$ cat src/rtl/tx_symbol_mapper.sv
// Gray-coded 4-ASK transmit mapper: input symbol FIFO plus IDLE/PREAMBLE/DATA framing.
// Define TX_PREAMBLE_EN to build the alternating +/-3b preamble generator in front of each frame.
module tx_symbol_mapper #(
   parameter int unsigned FIFO_DEPTH   = 4,
   parameter int unsigned PREAMBLE_LEN = 16,
   parameter int unsigned FRAME_LEN    = 1024
) (
   input  logic               clk,
   input  logic               reset,
   input  logic               clk_en,
   input  logic               frame_start,
   input  logic               sym_valid,
   input  logic [1:0]         sym_in,
   output logic               sym_ready,
   output logic signed [17:0] mapper_out,
   output logic               out_valid,
   output logic               frame_active,
   output logic               underflow
);

   localparam int unsigned PTR_W = $clog2(FIFO_DEPTH);
   localparam int unsigned CNT_W = $clog2(FIFO_DEPTH + 1);
   localparam int unsigned FRM_W = 16;
   localparam int unsigned PRE_W = 8;

   localparam logic signed [17:0] C_POS3 = 18'sd49152;
   localparam logic signed [17:0] C_POS1 = 18'sd16384;
   localparam logic signed [17:0] C_NEG1 = -18'sd16384;
   localparam logic signed [17:0] C_NEG3 = -18'sd49152;

   typedef enum logic [1:0] {
      S_IDLE     = 2'd0,
      S_PREAMBLE = 2'd1,
      S_DATA     = 2'd2
   } state_t;

   if ((FIFO_DEPTH < 2) || ((FIFO_DEPTH & (FIFO_DEPTH - 1)) != 0)) begin : g_bad_depth
      $error("FIFO_DEPTH must be a power of 2 and at least 2");
   end
   if ((PREAMBLE_LEN < 1) || (PREAMBLE_LEN > 255)) begin : g_bad_pre
      $error("PREAMBLE_LEN must be in 1..255");
   end
   if ((FRAME_LEN < 1) || (FRAME_LEN > 65535)) begin : g_bad_frame
      $error("FRAME_LEN must be in 1..65535");
   end

   state_t                r_state;
   state_t                w_state_nxt;
   state_t                w_slot;
   logic                  r_start_pend;
   logic                  w_start_nxt;
   logic [1:0]            r_mem [FIFO_DEPTH];
   logic [PTR_W-1:0]      r_wr_ptr;
   logic [PTR_W-1:0]      r_rd_ptr;
   logic [CNT_W-1:0]      r_count;
   logic [CNT_W-1:0]      w_count_nxt;
   logic                  r_sym_ready;
   logic                  w_push;
   logic                  w_pop;
   logic                  w_empty;
   logic [FRM_W-1:0]      r_data_cnt;
   logic [FRM_W-1:0]      w_data_cnt_nxt;
`ifdef TX_PREAMBLE_EN
   logic [PRE_W-1:0]      r_pre_cnt;
   logic [PRE_W-1:0]      w_pre_cnt_nxt;
`endif
   logic signed [17:0]    r_out;
   logic signed [17:0]    w_out_nxt;
   logic                  r_out_valid;
   logic                  r_underflow;
   logic                  w_under_nxt;
   logic                  r_frame_active;

   function automatic logic signed [17:0] map_sym(input logic [1:0] s);
      case (s)
         2'b00:   map_sym = C_NEG3;
         2'b01:   map_sym = C_NEG1;
         2'b11:   map_sym = C_POS1;
         default: map_sym = C_POS3;
      endcase
   endfunction

   assign w_push  = sym_valid && r_sym_ready;
   assign w_empty = (r_count == '0);

   // Framing FSM: a pending start turns the IDLE strobe into the first slot of the frame
   always_comb begin
      w_state_nxt    = r_state;
      w_slot         = r_state;
      w_start_nxt    = r_start_pend;
      w_pop          = 1'b0;
      w_out_nxt      = r_out;
      w_under_nxt    = 1'b0;
      w_data_cnt_nxt = r_data_cnt;
`ifdef TX_PREAMBLE_EN
      w_pre_cnt_nxt  = r_pre_cnt;
`endif
      if ((r_state == S_IDLE) && frame_start) begin
         w_start_nxt = 1'b1;
      end
      if (clk_en) begin
         w_out_nxt = '0;
         if ((r_state == S_IDLE) && r_start_pend) begin
            w_start_nxt = 1'b0;
`ifdef TX_PREAMBLE_EN
            w_slot      = S_PREAMBLE;
`else
            w_slot      = S_DATA;
`endif
         end
         case (w_slot)
`ifdef TX_PREAMBLE_EN
            S_PREAMBLE: begin
               w_out_nxt = r_pre_cnt[0] ? C_NEG3 : C_POS3;
               if (r_pre_cnt == PRE_W'(PREAMBLE_LEN - 1)) begin
                  w_state_nxt   = S_DATA;
                  w_pre_cnt_nxt = '0;
               end else begin
                  w_state_nxt   = S_PREAMBLE;
                  w_pre_cnt_nxt = r_pre_cnt + PRE_W'(1);
               end
            end
`endif
            S_DATA: begin
               if (!w_empty) begin
                  w_pop     = 1'b1;
                  w_out_nxt = map_sym(r_mem[r_rd_ptr]);
               end else begin
                  w_under_nxt = 1'b1;
               end
               if (r_data_cnt == FRM_W'(FRAME_LEN - 1)) begin
                  w_state_nxt    = S_IDLE;
                  w_data_cnt_nxt = '0;
               end else begin
                  w_state_nxt    = S_DATA;
                  w_data_cnt_nxt = r_data_cnt + FRM_W'(1);
               end
            end
            default: w_state_nxt = S_IDLE;
         endcase
      end
   end

   always_comb begin
      w_count_nxt = r_count;
      case ({w_push, w_pop})
         2'b10:   w_count_nxt = r_count + CNT_W'(1);
         2'b01:   w_count_nxt = r_count - CNT_W'(1);
         default: w_count_nxt = r_count;
      endcase
   end

   always_ff @(posedge clk) begin
      if (reset) begin
         r_state        <= S_IDLE;
         r_start_pend   <= 1'b0;
         r_data_cnt     <= '0;
         r_out          <= '0;
         r_out_valid    <= 1'b0;
         r_underflow    <= 1'b0;
         r_frame_active <= 1'b0;
      end else begin
         r_state        <= w_state_nxt;
         r_start_pend   <= w_start_nxt;
         r_data_cnt     <= w_data_cnt_nxt;
         r_out          <= w_out_nxt;
         r_out_valid    <= clk_en;
         r_underflow    <= w_under_nxt;
         r_frame_active <= (w_state_nxt != S_IDLE);
      end
   end

`ifdef TX_PREAMBLE_EN
   always_ff @(posedge clk) begin
      if (reset) begin
         r_pre_cnt <= '0;
      end else begin
         r_pre_cnt <= w_pre_cnt_nxt;
      end
   end
`endif

   // Symbol FIFO; reset drops buffered symbols by clearing pointers and occupancy
   always_ff @(posedge clk) begin
      if (reset) begin
         r_wr_ptr    <= '0;
         r_rd_ptr    <= '0;
         r_count     <= '0;
         r_sym_ready <= 1'b1;
      end else begin
         if (w_push) begin
            r_wr_ptr <= r_wr_ptr + PTR_W'(1);
         end
         if (w_pop) begin
            r_rd_ptr <= r_rd_ptr + PTR_W'(1);
         end
         r_count     <= w_count_nxt;
         r_sym_ready <= (w_count_nxt != CNT_W'(FIFO_DEPTH));
      end
   end

   always_ff @(posedge clk) begin
      if (w_push) begin
         r_mem[r_wr_ptr] <= sym_in;
      end
   end

   assign sym_ready    = r_sym_ready;
   assign mapper_out   = r_out;
   assign out_valid    = r_out_valid;
   assign frame_active = r_frame_active;
   assign underflow    = r_underflow;

endmodule

$ cat config.mk
export PLATFORM = sky130hd
export DESIGN_NAME = tx_symbol_mapper
export DESIGN_NICKNAME = d
export VERILOG_FILES = /design/src/rtl/tx_symbol_mapper.sv
export SDC_FILE = /design/constraint.sdc
export NUM_CORES = 1
export LEC_CHECK = 0
export ABC_CLOCK_PERIOD_IN_PS = 2720
export CAP_MARGIN = 20
export CORE_ASPECT_RATIO = 1.25
export CORE_UTILIZATION = 41
export CTS_BUF_LIST = sky130_fd_sc_hd__clkbuf_2 sky130_fd_sc_hd__clkbuf_4 sky130_fd_sc_hd__clkbuf_8
export CTS_CLUSTER_DIAMETER = 200
export DETAILED_ROUTE_END_ITERATION = 8
export GPL_ROUTABILITY_DRIVEN = 1
export GPL_TIMING_DRIVEN = 0
export SYNTH_ARGS = -nofsm -noshare
export SYNTH_HDL_FRONTEND = slang
export SYNTH_SLANG_ARGS = --single-unit
$ cat constraint.sdc
create_clock -name clk -period 2.72 [get_ports clk]
set_input_delay 0.272 -clock clk [delete_from_list [all_inputs] [get_ports clk]]
set_output_delay 0.272 -clock clk [all_outputs]
set_load 0.005 [all_outputs]
== Word level (Yosys, flattened, before mapping) ==
Memories as Yosys holds them, arrays and structs flattened. A register that Yosys moved wholly into a read port is not among the register bits.
Cells that the tools add are included.
Storage, ports and cells
  flip-flop bits (word level): 48
  bits in writable memories: 8
  input port bits: 7
  output and inout bits: 22
  logic and storage cells: 56
  memories: 1
Memories
  r_mem: words 4, width 2, read ports 1, clocked after memory_dff 1, wr ports 1, line 52  | logic [1:0] r_mem [FIFO_DEPTH];
Cells by class
  add/sub/neg operators: 5
  eq/ne operators: 7
  mux-type cells: 21
  bitwise logic cells: 2
  reduce and logical (&&, ||, !) cells: 9
Operators by type and width (count)
  $pmux 18 s3: 1
  $mux 18: 2
  $add 16x1->16 const B: 1
  $eq 16x10->1 const B: 1
  $mux 16: 1
  $mux 2: 7
  $mux 1: 9
  $eq 2x2->1 const B: 3
  $pmux 3 s2: 1
  $add 2x1->2 const B: 2
  $eq 2x1->1 const B: 2
  $logic_not 2->1: 2
  $add 3x1->3 const B: 1
  $logic_and 1x1->1: 3
  $logic_not 3->1: 1
  $ne 3x3->1 const B: 1
  $reduce_or 3->1: 1
  $sub 3x1->3 const B: 1
  $not 1->1: 2
  $reduce_and 2->1: 1
  $reduce_bool 2->1: 1

== Depth between registers and ports, before layout ==
Gate-level depths: netlist of run 1.
  depth in word-level cells: 10
  depth in mapped cells: 13
  gate-level depth less buffers: 11

== Least setup slack after synthesis of run 1 ==
No wires, ideal clock.
  kind: flip-flop to flip-flop
  from: register r_state[1]
  to: register r_sym_ready (netlist: sym_ready)
  setup time: 119 ps
  data arrival time: 2280 ps
  required time: 2601 ps
  path slack: 321 ps
  stages on the path, launching flop included: 14
  buffers on the path: 2
  clock period less this slack: 2399 ps
  path through: dfxtp_1 or2_1 buf_4 and2_1 buf_2 nand2_1 inv_2 ha_1 inv_1 fa_1 xor2_1 or3_1 a21oi_1 nand2_1
Between the ends
  longest elaborated chain between the ends: 10
  elaborated cells between the ends (all ways): 11
  classes of those cells: 4 x eq/ne; 5 x mux; 2 x reduce/logical
RTL lines
  start, declared: line 47  | state_t r_state;
  start signal, assigned: line 163  | r_state <= w_state_nxt;
  $logic_not 2->1: line 103  | if ((r_state == S_IDLE) && r_start_pend) begin
  $logic_and 1x1->1: line 103
  $mux 2 *: line 103
  $mux 2 *: line 101  | if (clk_en) begin
  $eq 2x2->1 *: line 111  | case (w_slot)
  $mux 1 *: line 111
  $mux 1 *: line 101
  named net w_pop: line 59  | logic w_pop;
  $eq 2x1->1 or $eq 2x2->1 (tied branches): line 146  | case ({w_push, w_pop})
  $pmux 3 s2 *: line 146
  $ne 3x3->1 *: line 198  | r_sym_ready <= (w_count_nxt != CNT_W'(FIFO_DEPTH));
  end signal, assigned: line 198
  end, declared: line 57  | logic r_sym_ready;
Mark *: on every way through the listed nets, which the timed path passes. The rest lies on a longest branch. The select of a mux whose other input is x is not followed.
A chain may end at the register's enable or synchronous reset.

== Worst setup path in the final report of run 1 ==
  from: register r_start_pend
  to: register r_sym_ready (netlist: sym_ready)
Between the ends
  longest elaborated chain between the ends: 9
  elaborated cells between the ends (all ways): 10
  classes of those cells: 4 x eq/ne; 5 x mux; 1 x reduce/logical
RTL lines
  start, declared: line 50  | logic r_start_pend;
  start signal, assigned: line 164  | r_start_pend <= w_start_nxt;
  $logic_and 1x1->1 *: line 103
  $mux 2 *: line 103
  $mux 2 *: line 101
  $eq 2x2->1 *: line 111
  $mux 1 *: line 111
  $mux 1 *: line 101
  named net w_pop: line 59
  $eq 2x1->1 or $eq 2x2->1 (tied branches): line 146
  $pmux 3 s2 *: line 146
  $ne 3x3->1 *: line 198
Marked as above.

==> results of run 1 <==
[registers in the layout, indices dropped and copies added, names as in the netlist, 2 cells and up, named ones only]
signal	flops
mapper_out	3
r_state	2
r_mem	8
r_data_cnt	16
r_rd_ptr	2
r_count	3
r_wr_ptr	2
[area by class of cell]
| class | count | area share |
|---|---|---|
| Inverter | 11 | 0.0163 |
| Sequential cell | 43 | 0.372 |
| Clock inverter | 2 | 0.0237 |
| Timing Repair Buffer | 14 | 0.0538 |
| Multi-Input combinational cell | 154 | 0.405 |
| Clock buffer | 6 | 0.0301 |
| Tap cell | 60 | 0.0296 |
| Buffer | 24 | 0.0696 |
[through the flow]
stage | setup TNS [ps] | std cells | util
after global placement | -759 | 305 | 0.489
after detailed placement | -791 | 305 | 0.489
after floorplan | 0 | 232 | -
after CTS | 0 | 314 | 0.519
final | 0 | 314 | 0.520
after global routing | -17.0 | 314 | 0.520
[worst max-delay path, cell delays in order, from the launching register on]
cell	delay, ps
dfxtp_1	370
or2_1	120
buf_4	170
and2_1	140
buf_4	160
nand2_1	100
inv_2	90
ha_1	170
inv_1	60
fa_1	370
xor2_1	160
or3_1	320
a21oi_2	160
nand2_1	70
[logic make-up (layout without fill, tap and decap cells)]
group	after synthesis	in the layout	share of synthesized area
flops	43	43	0.442
mux	3	3	0.0259
other cells	1	14	0.00176
xor+xnor	8	8	0.0329
simple gates	83	83	0.229
compound gates	36	36	0.105
buf+inv	35	57	0.101
fa+ha+maj	10	10	0.0623
[final timing paths]
path                  start             end  slack [ps]
max            r_start_pend       sym_ready         160
min                  clk_en      r_state[0]         340
max reg2reg    r_start_pend       sym_ready         160
min reg2reg  mapper_out[15]  mapper_out[15]         470
[cells in the mapped netlist (all sizes together), types with 6 or more instances]
| cell | number | share of area |
|---|---|---|
| dfxtp | 35 | 0.33 |
| edfxtp | 8 | 0.11 |
| nand3 | 8 | 0.019 |
| and3 | 6 | 0.018 |
| inv | 11 | 0.019 |
| ha | 9 | 0.053 |
| nand2 | 16 | 0.032 |
| nor2 | 18 | 0.032 |
| a21oi | 16 | 0.038 |
| nand4 | 9 | 0.041 |
| xor2 | 6 | 0.025 |
| buf | 20 | 0.075 |
[per-layer routing]
layer | wire length [um] | part of all wire
met2 | 1830 | 0.48
met3 | 135 | 0.035
met4 | 81 | 0.021
met1 | 1780 | 0.47
met5 | 0 | 0
[cell usage in the layout (no fill, tap or decap), drive strengths merged, types with 2 or more instances in the layout]
cell type and count:
dfxtp 35, buf 21, nor2 18, nand2 16, a21oi 16, conb 14, clkdlybuf4s50 12, inv 11
clkbuf 10, ha 9, nand4 9, nand3 8, edfxtp 8, xor2 6, and3 6, o31ai 5
or4 5, or3 4, a211oi 4, o21ai 4, and2 3, mux4 2, a22oi 2, nor3 2
or4b 2, xnor2 2, bufinv 2, nor2b 2, or2 2
[timing repair]
item | in CTS | in global routing
pin swaps | 0 | 0
endpoints found under the setup margin | 1 | 1
setup buffers | 1 | 0
resized for setup | 2 | 2
hold endpoints to repair | 0 | 0
[power by group through the flow]
stage,clock network [mW],registers (mW),logic [mW]
detailed placement,0,0.714,0.185
finish,0.597,0.699,0.187
global route,0.632,0.704,0.213
global placement,0,0.714,0.183
floorplan,0,0.710,0.138
CTS,0.612,0.699,0.188
==> impl_metrics.toml, run 1 <==
[cells_and_area]
regArea_um2 = 942
multi_input_area_um2 = 1030
fill_cells = 464
diodes = 0
nets = 270
fin_area_um2 = 2530
drive_above_1_share = 0.157
area_delta_synth_final_pct = 19.0

[synth]
ys_seq_elements = 43
synth_cell_types = 48
synth_edf_count = 8
syn_area_um2 = 2130
syn_inst = 219
yosys_warnings = 0
ys.flop_type = "dfxtp_1"
async_reset_ff_frac = 0
avgSynthCellArea_um2 = 9.72
ys_seq_area_frac = 0.442

[timing]
drv_slew = 0
timing.final.ws_setup_ps = 156
whs_ps = 337
clock_skew_ps = 10.4
setup_violations = 0
worst_pin_slew_ps = 550
fin_crit_ps = 2560
finalHoldViolCount = 0
max_freq_ghz = 0.390
period_share = 0.943
relSlewSlack = 0.633

[power_and_ir_drop]
ir_worst_vdd_mv = 0.347
p_int_mw = 1.15
p_leak_nw = 0.998
finalPower_mw = 1.48
p_clk_frac = 0.403
power.share.combinational = 0.126
p_switching_uw = 337
netSwitchingFraction = 0.227
power.density_nw_per_um2 = 585
pwr-share-seq = 0.471

[grt]
grt_pass1_wl_um = 6380
overflow = 0
gr-usage-met3 = 0.0288
grt_start_max_net_pins = 14
use_met2 = 0.260
use_met1 = 0.194
grt.busiest_layer = "met2"
grt_pass1_vias = 1446
track_usage = 0.158
antenna_found_initial = 0

[worst_setup_path]
arrival_ps = 2750
startpoint_type = "flop"
cp_max_fo = 8
path_class = "flop to flop"
required_ps = 2910
worstRegToRegCells = 13
endpoint_kind = "flop"

[die]
die_area_um2 = 5490
core_area_um2 = 4870
ios = 29
die_w_um = 66.5
start_util = 0.437
rows = 28
dieHeight_um = 82.6

[hold_path]
hp-class = "primary input to flop"
holdPathStages = 2

[status]
outcome = "complete, no violations"

[route]
via_per_inst = 5.06
routed_wl_um = 3830
drc = 0
first_pass_iters = 4
vias = 1589
drt-wirelength-per-cell_um = 12.2
drt_iter0_markers = 78
ant_nets = 0

[clock_tree]
cts.path.max_buffers = 2
cts_tree = "done"
insertion_delay_ps = 300
htreeDepth = 2
clock-sinks = 43
cts_inserted_buffers = 5
cts_root_buffer = "clkbuf_8"
postCtsHoldBufs = 0
clk_pin_slew_ps = 90

[place]
post-place-ws_ps = -425
portBuffers = 13
dpl.hpwl_um = 2710
placed_area_um2 = 2380
place_congestion = 0.735

[flow_run]
max-cap-violations = 0
Note: power is estimated with default switching activity, not from simulation.
==> inputs of run 2 (changes only) <==
--- a/config.mk
+++ b/config.mk
@@ -14,6 +14,8 @@
 export DETAILED_ROUTE_END_ITERATION = 8
 export GPL_ROUTABILITY_DRIVEN = 1
 export GPL_TIMING_DRIVEN = 0
+export HOLD_SLACK_MARGIN = 0.08
+export MAX_ROUTING_LAYER = met4
 export SYNTH_ARGS = -nofsm -noshare
 export SYNTH_HDL_FRONTEND = slang
 export SYNTH_SLANG_ARGS = --single-unit
==> run 2 against run 1 <==
  * Maximum frequency about the same
  * Non-clock buffer count unchanged
  * Via count about the same
  * Register-to-register slack about the same
  * Clock power about the same
  * Sequential share of layout area unchanged
  * Worst hold slack worse by 2.8 ps
  * Clock skew about the same
  * Die area unchanged
  * Final cell count unchanged
  * Worst setup slack about the same
==> impl_metrics.toml, run 2 (synthesis results as in run 1) <==
[hold_path]
hp-class = "primary input to flop"
holdPathStages = 2

[die]
start_util = 0.437
dieHeight_um = 82.6
rows = 28
die_w_um = 66.5
ios = 29
core_area_um2 = 4870
die_area_um2 = 5490

[clock_tree]
cts_inserted_buffers = 5
insertion_delay_ps = 300
clk_pin_slew_ps = 90
cts_tree = "done"
clock-sinks = 43
htreeDepth = 2
postCtsHoldBufs = 0
cts.path.max_buffers = 2
cts_root_buffer = "clkbuf_8"

[worst_setup_path]
crit_family = "simple AND/OR/NAND/NOR gates"
cp_slowest_cell = "dfxtp_1"
worstRegToRegCells = 13
path_class = "flop to flop"
arrival_ps = 2750
crit_cells = 13
crit_chain = "or2_1 -> buf_4 -> and2_1 -> buf_4 -> nand2_1 -> inv_2 -> ha_1 -> inv_1 -> fa_1 -> xor2_1 -> or3_1 -> a21oi_2 -> nand2_1"
path_buf_inv = 4
max_stage_delay_ps = 370
cp_max_fo = 8
endpoint_kind = "flop"
required_ps = 2910
startpoint_type = "flop"

[route]
drt_iter0_markers = 80
drt-wirelength-per-cell_um = 12.2
vias = 1590
ant_nets = 0
drc = 0
routed_wl_um = 3830
via_per_inst = 5.06
first_pass_iters = 4

[power_and_ir_drop]
p_leak_nw = 0.998
finalPower_mw = 1.48
power.density_nw_per_um2 = 586
ir_worst_vdd_mv = 0.347

[timing]
clock_skew_ps = 10.4
worst_pin_slew_ps = 556
fin_setup_tns_ps = 0
fin_crit_ps = 2560
max_freq_ghz = 0.390
setup_violations = 0
finalHoldViolCount = 0
relSlewSlack = 0.629
drv_slew = 0
whs_ps = 334
period_share = 0.942
timing.final.ws_setup_ps = 157

[place]
dpl.hpwl_um = 2710
place_congestion = 0.744
place_inst = 305
placed_area_um2 = 2380
post-place-ws_ps = -425
portBuffers = 13

[cells_and_area]
fin_area_um2 = 2530
final_util = 0.520
multi_input_area_um2 = 1030
top_regs = "r_data_cnt: 16 flops, r_mem: 8 flops"
regArea_um2 = 942
largest_reg_flops = 16
fill_cells = 464
final_cell_mix = "dfxtp_1 (34), buf_4 (18), nor2_1 (18), nand2_1 (15), a21oi_1 (15)"
drive_above_1_share = 0.157
final_cell_count_no_fill = 314
regMostFlops = "r_data_cnt"
area_delta_synth_final_pct = 19.0
layout_commonest_cell = "dfxtp_1"
diodes = 0
nets = 270

[grt]
grt_pass1_vias = 1445
overflow = 0
grt_pass1_wl_um = 6390
grt_start_max_net_pins = 14
antenna_found_initial = 0
track_usage = 0.163

[status]
outcome = "complete, no violations"

[flow_run]
max-cap-violations = 0
==> run 2: final timing paths <==
path	slack [ps]	startpoint	to
hold reg to reg	470	mapper_out[15]	mapper_out[15]
hold / removal	330	clk_en	r_state[0]
setup / recovery	160	r_start_pend	sym_ready
setup reg to reg	160	r_start_pend	sym_ready
==> run 2: repair_timing <==
action                     CTS  global route
setup endpoints to repair    1             1
cloned                       0             0
resized for setup            2             2
buffers inserted             1             0
==> run 2: cell type report <==
class | instances | area share
inverter | 11 | 0.0163
multi-input combinational | 154 | 0.405
clock inverter | 2 | 0.0237
clock buffer | 6 | 0.0301
buffer | 24 | 0.0696
tap | 60 | 0.0296
timing repair buffer | 14 | 0.0538
sequential | 43 | 0.372
==> run 2: report_power, final <==
group          switching (mW)  internal, mW  total, mW
Sequential             0.0208         0.678      0.699
Clock                   0.222         0.377      0.599
Combinational          0.0956        0.0910      0.187
==> run 2: routing by layer <==
metal  vias to the layer above  routed length, um  track usage
met1                       730               1780        0.194
met3                         7                140       0.0330
met4                         0                 81       0.0830
met5                         -                  0            -
met2                        32               1830        0.260
li1                        821                  -            -
==> inputs of run 3 (changes only) <==
--- a/config.mk
+++ b/config.mk
@@ -7,6 +7,8 @@
 export LEC_CHECK = 0
 export ABC_CLOCK_PERIOD_IN_PS = 2720
 export CAP_MARGIN = 20
+export CELL_PAD_IN_SITES_DETAIL_PLACEMENT = 0
+export CELL_PAD_IN_SITES_GLOBAL_PLACEMENT = 1
 export CORE_ASPECT_RATIO = 1.25
 export CORE_UTILIZATION = 41
 export CTS_BUF_LIST = sky130_fd_sc_hd__clkbuf_2 sky130_fd_sc_hd__clkbuf_4 sky130_fd_sc_hd__clkbuf_8
@@ -16,6 +18,7 @@
 export GPL_TIMING_DRIVEN = 0
 export HOLD_SLACK_MARGIN = 0.08
 export MAX_ROUTING_LAYER = met4
+export PLACE_DENSITY_LB_ADDON = 0.1
 export SYNTH_ARGS = -nofsm -noshare
 export SYNTH_HDL_FRONTEND = slang
 export SYNTH_SLANG_ARGS = --single-unit
==> run 3 against run 2 <==
  * Critical path depth is the same
  * Core utilization shrank 0.57 points
  * Register-to-register slack improved by 60 ps
  * Sequential power is essentially flat
  * Final cell count grew 0.32%
  * Clock-buffer cell count fell by 1
  * Power fell by 12%
  * Worst hold slack improved by 16 ps
  * Critical path type unchanged
  * Highest routed layer unchanged
==> impl_metrics.toml, run 3 (synthesis results as in run 1) <==
[worst_setup_path]
crit_path_start = "r_state[1]"
path_class = "flop to flop"
crit_cells = 13
timing.rr.start = "r_state[1]"
arrival_ps = 2700
crit_path_frequent_cell = "nand2_1"
crit_family = "simple AND/OR/NAND/NOR gates"
startpoint_type = "flop"
cp_slowest_cell = "dfxtp_2"
max_stage_delay_ps = 360
reg2reg_to = "sym_ready"
crit_chain = "or2_1 -> buf_4 -> and2_1 -> buf_6 -> nand2_1 -> inv_2 -> ha_2 -> inv_1 -> fa_1 -> xor2_1 -> or3_1 -> a21oi_2 -> nand2_1"
r2r_setup_slack_ps = 220
cp_max_fo = 8
path_buf_inv = 4
required_ps = 2920
endpoint = "sym_ready"
endpoint_kind = "flop"
worstRegToRegCells = 13

[cells_and_area]
drive_above_1_share = 0.173
final_cell_mix = "dfxtp_1 (32), buf_4 (18), nor2_1 (18), nand2_1 (15), a21oi_1 (15)"
largest_reg_flops = 16
diodes = 0
layout_commonest_cell = "dfxtp_1"
top_regs = "r_data_cnt: 16 flops, r_mem: 8 flops"
final_util = 0.515
nets = 271
fin_area_um2 = 2510
area_delta_synth_final_pct = 17.7
regMostFlops = "r_data_cnt"

[die]
rows = 28
dieHeight_um = 82.6
ios = 29
start_util = 0.437
die_area_um2 = 5490
die_w_um = 66.5
core_area_um2 = 4870

[place]
portBuffers = 13
placed_area_um2 = 2380
place_congestion = 0.744
dpl.hpwl_um = 2940
post-place-ws_ps = -453

[route]
vias = 1622
drt-wirelength-per-cell_um = 12.6
ant_nets = 0
first_pass_iters = 4
drt_iter0_markers = 44
via_per_inst = 5.15
routed_wl_um = 3980
drc = 0

[timing]
period_share = 0.919
drv_slew = 0
timing.final.ws_setup_ps = 220
clock_skew_ps = 4.10
relSlewSlack = 0.628
finalHoldViolCount = 0
max_freq_ghz = 0.400
setup_violations = 0
worst_pin_slew_ps = 558
rsz0062_at_grt = "false"
fin_crit_ps = 2500

[flow_run]
max-cap-violations = 0

[clock_tree]
cts.path.max_buffers = 2
cts_tree = "done"
cts_inserted_buffers = 5
clk_pin_slew_ps = 90
clock-sinks = 43
postCtsHoldBufs = 0
insertion_delay_ps = 300
cts_root_buffer = "clkbuf_8"
htreeDepth = 2

[grt]
grt_pass1_vias = 1460
track_usage = 0.170
grt_pass1_wl_um = 6760
grt_start_max_net_pins = 16
overflow = 0
antenna_found_initial = 0

[status]
outcome = "complete, no violations"

[power_and_ir_drop]
power.density_nw_per_um2 = 522
finalPower_mw = 1.31
ir_worst_vdd_mv = 0.229
p_leak_nw = 0.975

[hold_path]
hp-class = "primary input to flop"
## run 3: cell types whose count changed in the layout (fill, tap and decap cells not counted), moves of 2 or more
cell	before	now
bufinv_16	2	0
dfxtp_1	34	32
dfxtp_2	1	3
clkinvlp_4	0	2
## run 3: worst min-delay path by stage
stage | startpoint | end | slack [ps] | cells after the start
finish | clk_en | r_state[0] | 350 | 2
global route | clk_en | r_state[0] | 370 | 2
CTS | clk_en | r_state[0] | 350 | 2
detailed placement | mapper_out[14] | mapper_out[14] | 460 | 2
global placement | mapper_out[14] | mapper_out[14] | 450 | 2
floorplan | clk_en | r_state[0] | 350 | 1
## run 3: stage by stage
stage	setup TNS [ps]	instances	hold slack (ps)
after floorplan	0	232	348
after global placement	-879	305	450
after detailed placement	-898	305	457
after CTS	0	313	353
after global routing	0	315	372
final	0	315	350
## run 3: what timing repair did
action	4_1_cts	5_1_grt
pin swaps	0	0
endpoints found under the setup margin	2	2
resized for setup	2	6
gates cloned	0	0
setup buffers	0	2
## run 3: layout make-up
cell class	count	area (um2)
plain buffers	24	180
clock buffers	5	68.8
clock inverters	3	23.8
fillers	478	2360
inverters	11	41.3
multi-input cells	154	1030
flip-flops and latches	43	945
well taps	60	75.1
repair buffers	15	144
## run 3: routing by layer
layer	track usage	wire length [um]
met3	0.0371	111
met5	-	0
met4	0.0638	61
met2	0.291	2020
met1	0.195	1790
## run 3: where the power goes
part           internal, mW  total, mW  switching [mW]
clock                 0.184      0.418           0.234
sequential            0.679      0.700          0.0218
combinational        0.0937      0.191          0.0973
==> edit: new RTL, flow settings as in run 3 <==
The option `TX_PREAMBLE_EN` is turned on by a define.
--- a/src/rtl/tx_symbol_mapper.sv
+++ b/src/rtl/tx_symbol_mapper.sv
@@ -2,2 +2,4 @@
 // Define TX_PREAMBLE_EN to build the alternating +/-3b preamble generator in front of each frame.
+`define TX_PREAMBLE_EN
+
 module tx_symbol_mapper #(
Function: changed (Yosys sat finds a counterexample within 4 cycles, from zero or initial values and one cycle with reset high).
==> edit against run 3 <==
- sequential share of layout area grew 1.3 points
- cell area grew 13%
- die area grew 14%
- clock skew is essentially flat
- critical path type unchanged
- count of clock-buffer cells in the layout is the same
- worst setup slack gained 50 ps
- hold slack is essentially flat
- power grew 18%
- routed wire length grew 16%
- area after synthesis grew 14%
- sequential cell count grew 8
- largest power group unchanged
- clock power grew 48%
- core utilization shrank 2.2 points
==> edit: results (changes against run 3) <==
Outcome
  • Status: completed (unchanged)

Global route
  • Largest net degree at the start of global routing: 17 (was 16)
  • Vias in the first global route: 1564 (was 1460)
  • First-pass GRT wire length: 7.314 mm (was 6.762 mm)

Placement
  • Placed Area: 2693 um2 (was 2384 um2)
  • Dpl hpwl: 3.335 mm (was 2.936 mm)
  • DP Worst Slack: -4.145 ps (was -453.3 ps)
  • Routability Congestion: 0.7430 (was 0.7443)

Yosys
  • Multiplexer area fraction after synthesis: 1.853% (was 2.585%)
  • Avg Inst Size Synth: 9.279 um2 (was 9.724 um2)
  • Register area share after synthesis: 45.29% (was 44.18%)
  • Yosys cell types: 44 (was 48)
  • Synth top cells by count: 43 x dfxtp_1, 28 x nor2_1, 24 x nand2_1, 17 x a21oi_1, 17 x buf_4 (was 35 x dfxtp_1, 18 x nor2_1, 16 x a21oi_1, 16 x buf_4, 15 x nand2_1)
  • Post-synthesis xor/xnor area fraction: 5.764% (was 3.290%)
  • Synth top area cells: dfxtp_1 35%, edfxtp_1 9.9%, buf_4 5.2% (was dfxtp_1 33%, edfxtp_1 11%, buf_4 5.6%)

Power
  • Worst VDD drop: 0.0002068 V (was 0.0002291 V)
  • Leakage Power: 1.129 nW (was 0.9750 nW)
  • Pint: 1.218 mW (was 0.9559 mW)

Route
  • WL/cell: 12.82 um (was 12.62 um)
  • Drt first pass iters: 6 (was 4)
  • DR vias/cell: 4.997 (was 5.149)
  • Drt first-iter violations: 45 (was 44)

Finish
  • Non-filler instance count after layout: 361 (was 315)
  • Layout Nets: 311 (was 271)
  • Largest regs: r_data_cnt: 16 flops, r_mem: 8 flops, r_pre_cnt: 8 flops (was r_data_cnt: 16 flops, r_mem: 8 flops)

Setup path
  • Crit path max fanout: 9 (was 8)
  • Crit-path max cell delay: 390 ps (was 360 ps)
  • Slowest CP cell: fa_1 (was dfxtp_2)
  • Worst path arrival time: 2650 ps (was 2700 ps)

CTS
  • Cts repair resizes: 0 (was 2)

Timing
  • Final Skew: 4.441 ps (was 4.097 ps)
  • Slew HR: 61.46% (was 62.83%)
[edit: logic make-up after synthesis]
group	after synthesis
DFF	51
and+or+nand+nor	109
buffers and inverters	34
xor gates and xnor gates	16
other	1
adders and majority gates	10
AOI/OAI and AO/OA	39
muxes	2
[edit: power by group through the flow]
stage / clock network [mW] / registers (mW) / logic (mW)
finish: 0.617 / 0.801 / 0.133
CTS: 0.641 / 0.801 / 0.135
global placement: 0 / 0.819 / 0.133
global route: 0.672 / 0.804 / 0.149
detailed placement: 0 / 0.819 / 0.134
floorplan: 0 / 0.815 / 0.0945
[edit: routing by layer]
| metal | global-route usage [%] | share of wire [%] |
|---|---|---|
| met1 | 17.29 | 46 |
| met2 | 28.06 | 50 |
| met3 | 4.258 | 2.7 |
| met4 | 4.364 | 0.69 |
| met5 | - | 0 |
[edit: final timing paths]
kind,slack (ps),to,startpoint,cells past startpoint
worst min-delay path,350,out_valid,clk_en,3
worst min register to register,490,r_data_cnt[1],r_data_cnt[1],2
worst max-delay path,270,sym_ready,r_state[1],11
worst max register to register,270,sym_ready,r_state[1],11
[edit: worst max-delay path, delay by kind of cell (launching register included)]
family | cells | cell delay (ps)
buffers and inverters | 3 | 310
xor gates and xnor gates | 1 | 160
DFF | 1 | 320
adders and majority gates | 2 | 590
and+or+nand+nor | 4 | 770
AOI/OAI and AO/OA | 1 | 190
[edit: final cells by class]
cell class,count,area (um2)
Fill cell,578,2915
Timing Repair Buffer,13,130.1
Multi-Input combinational cell,190,1186
Clock buffer,5,68.82
Buffer,23,151.4
Clock inverter,3,67.56
Inverter,10,37.54
Sequential cell,51,1101
Tap cell,66,82.58
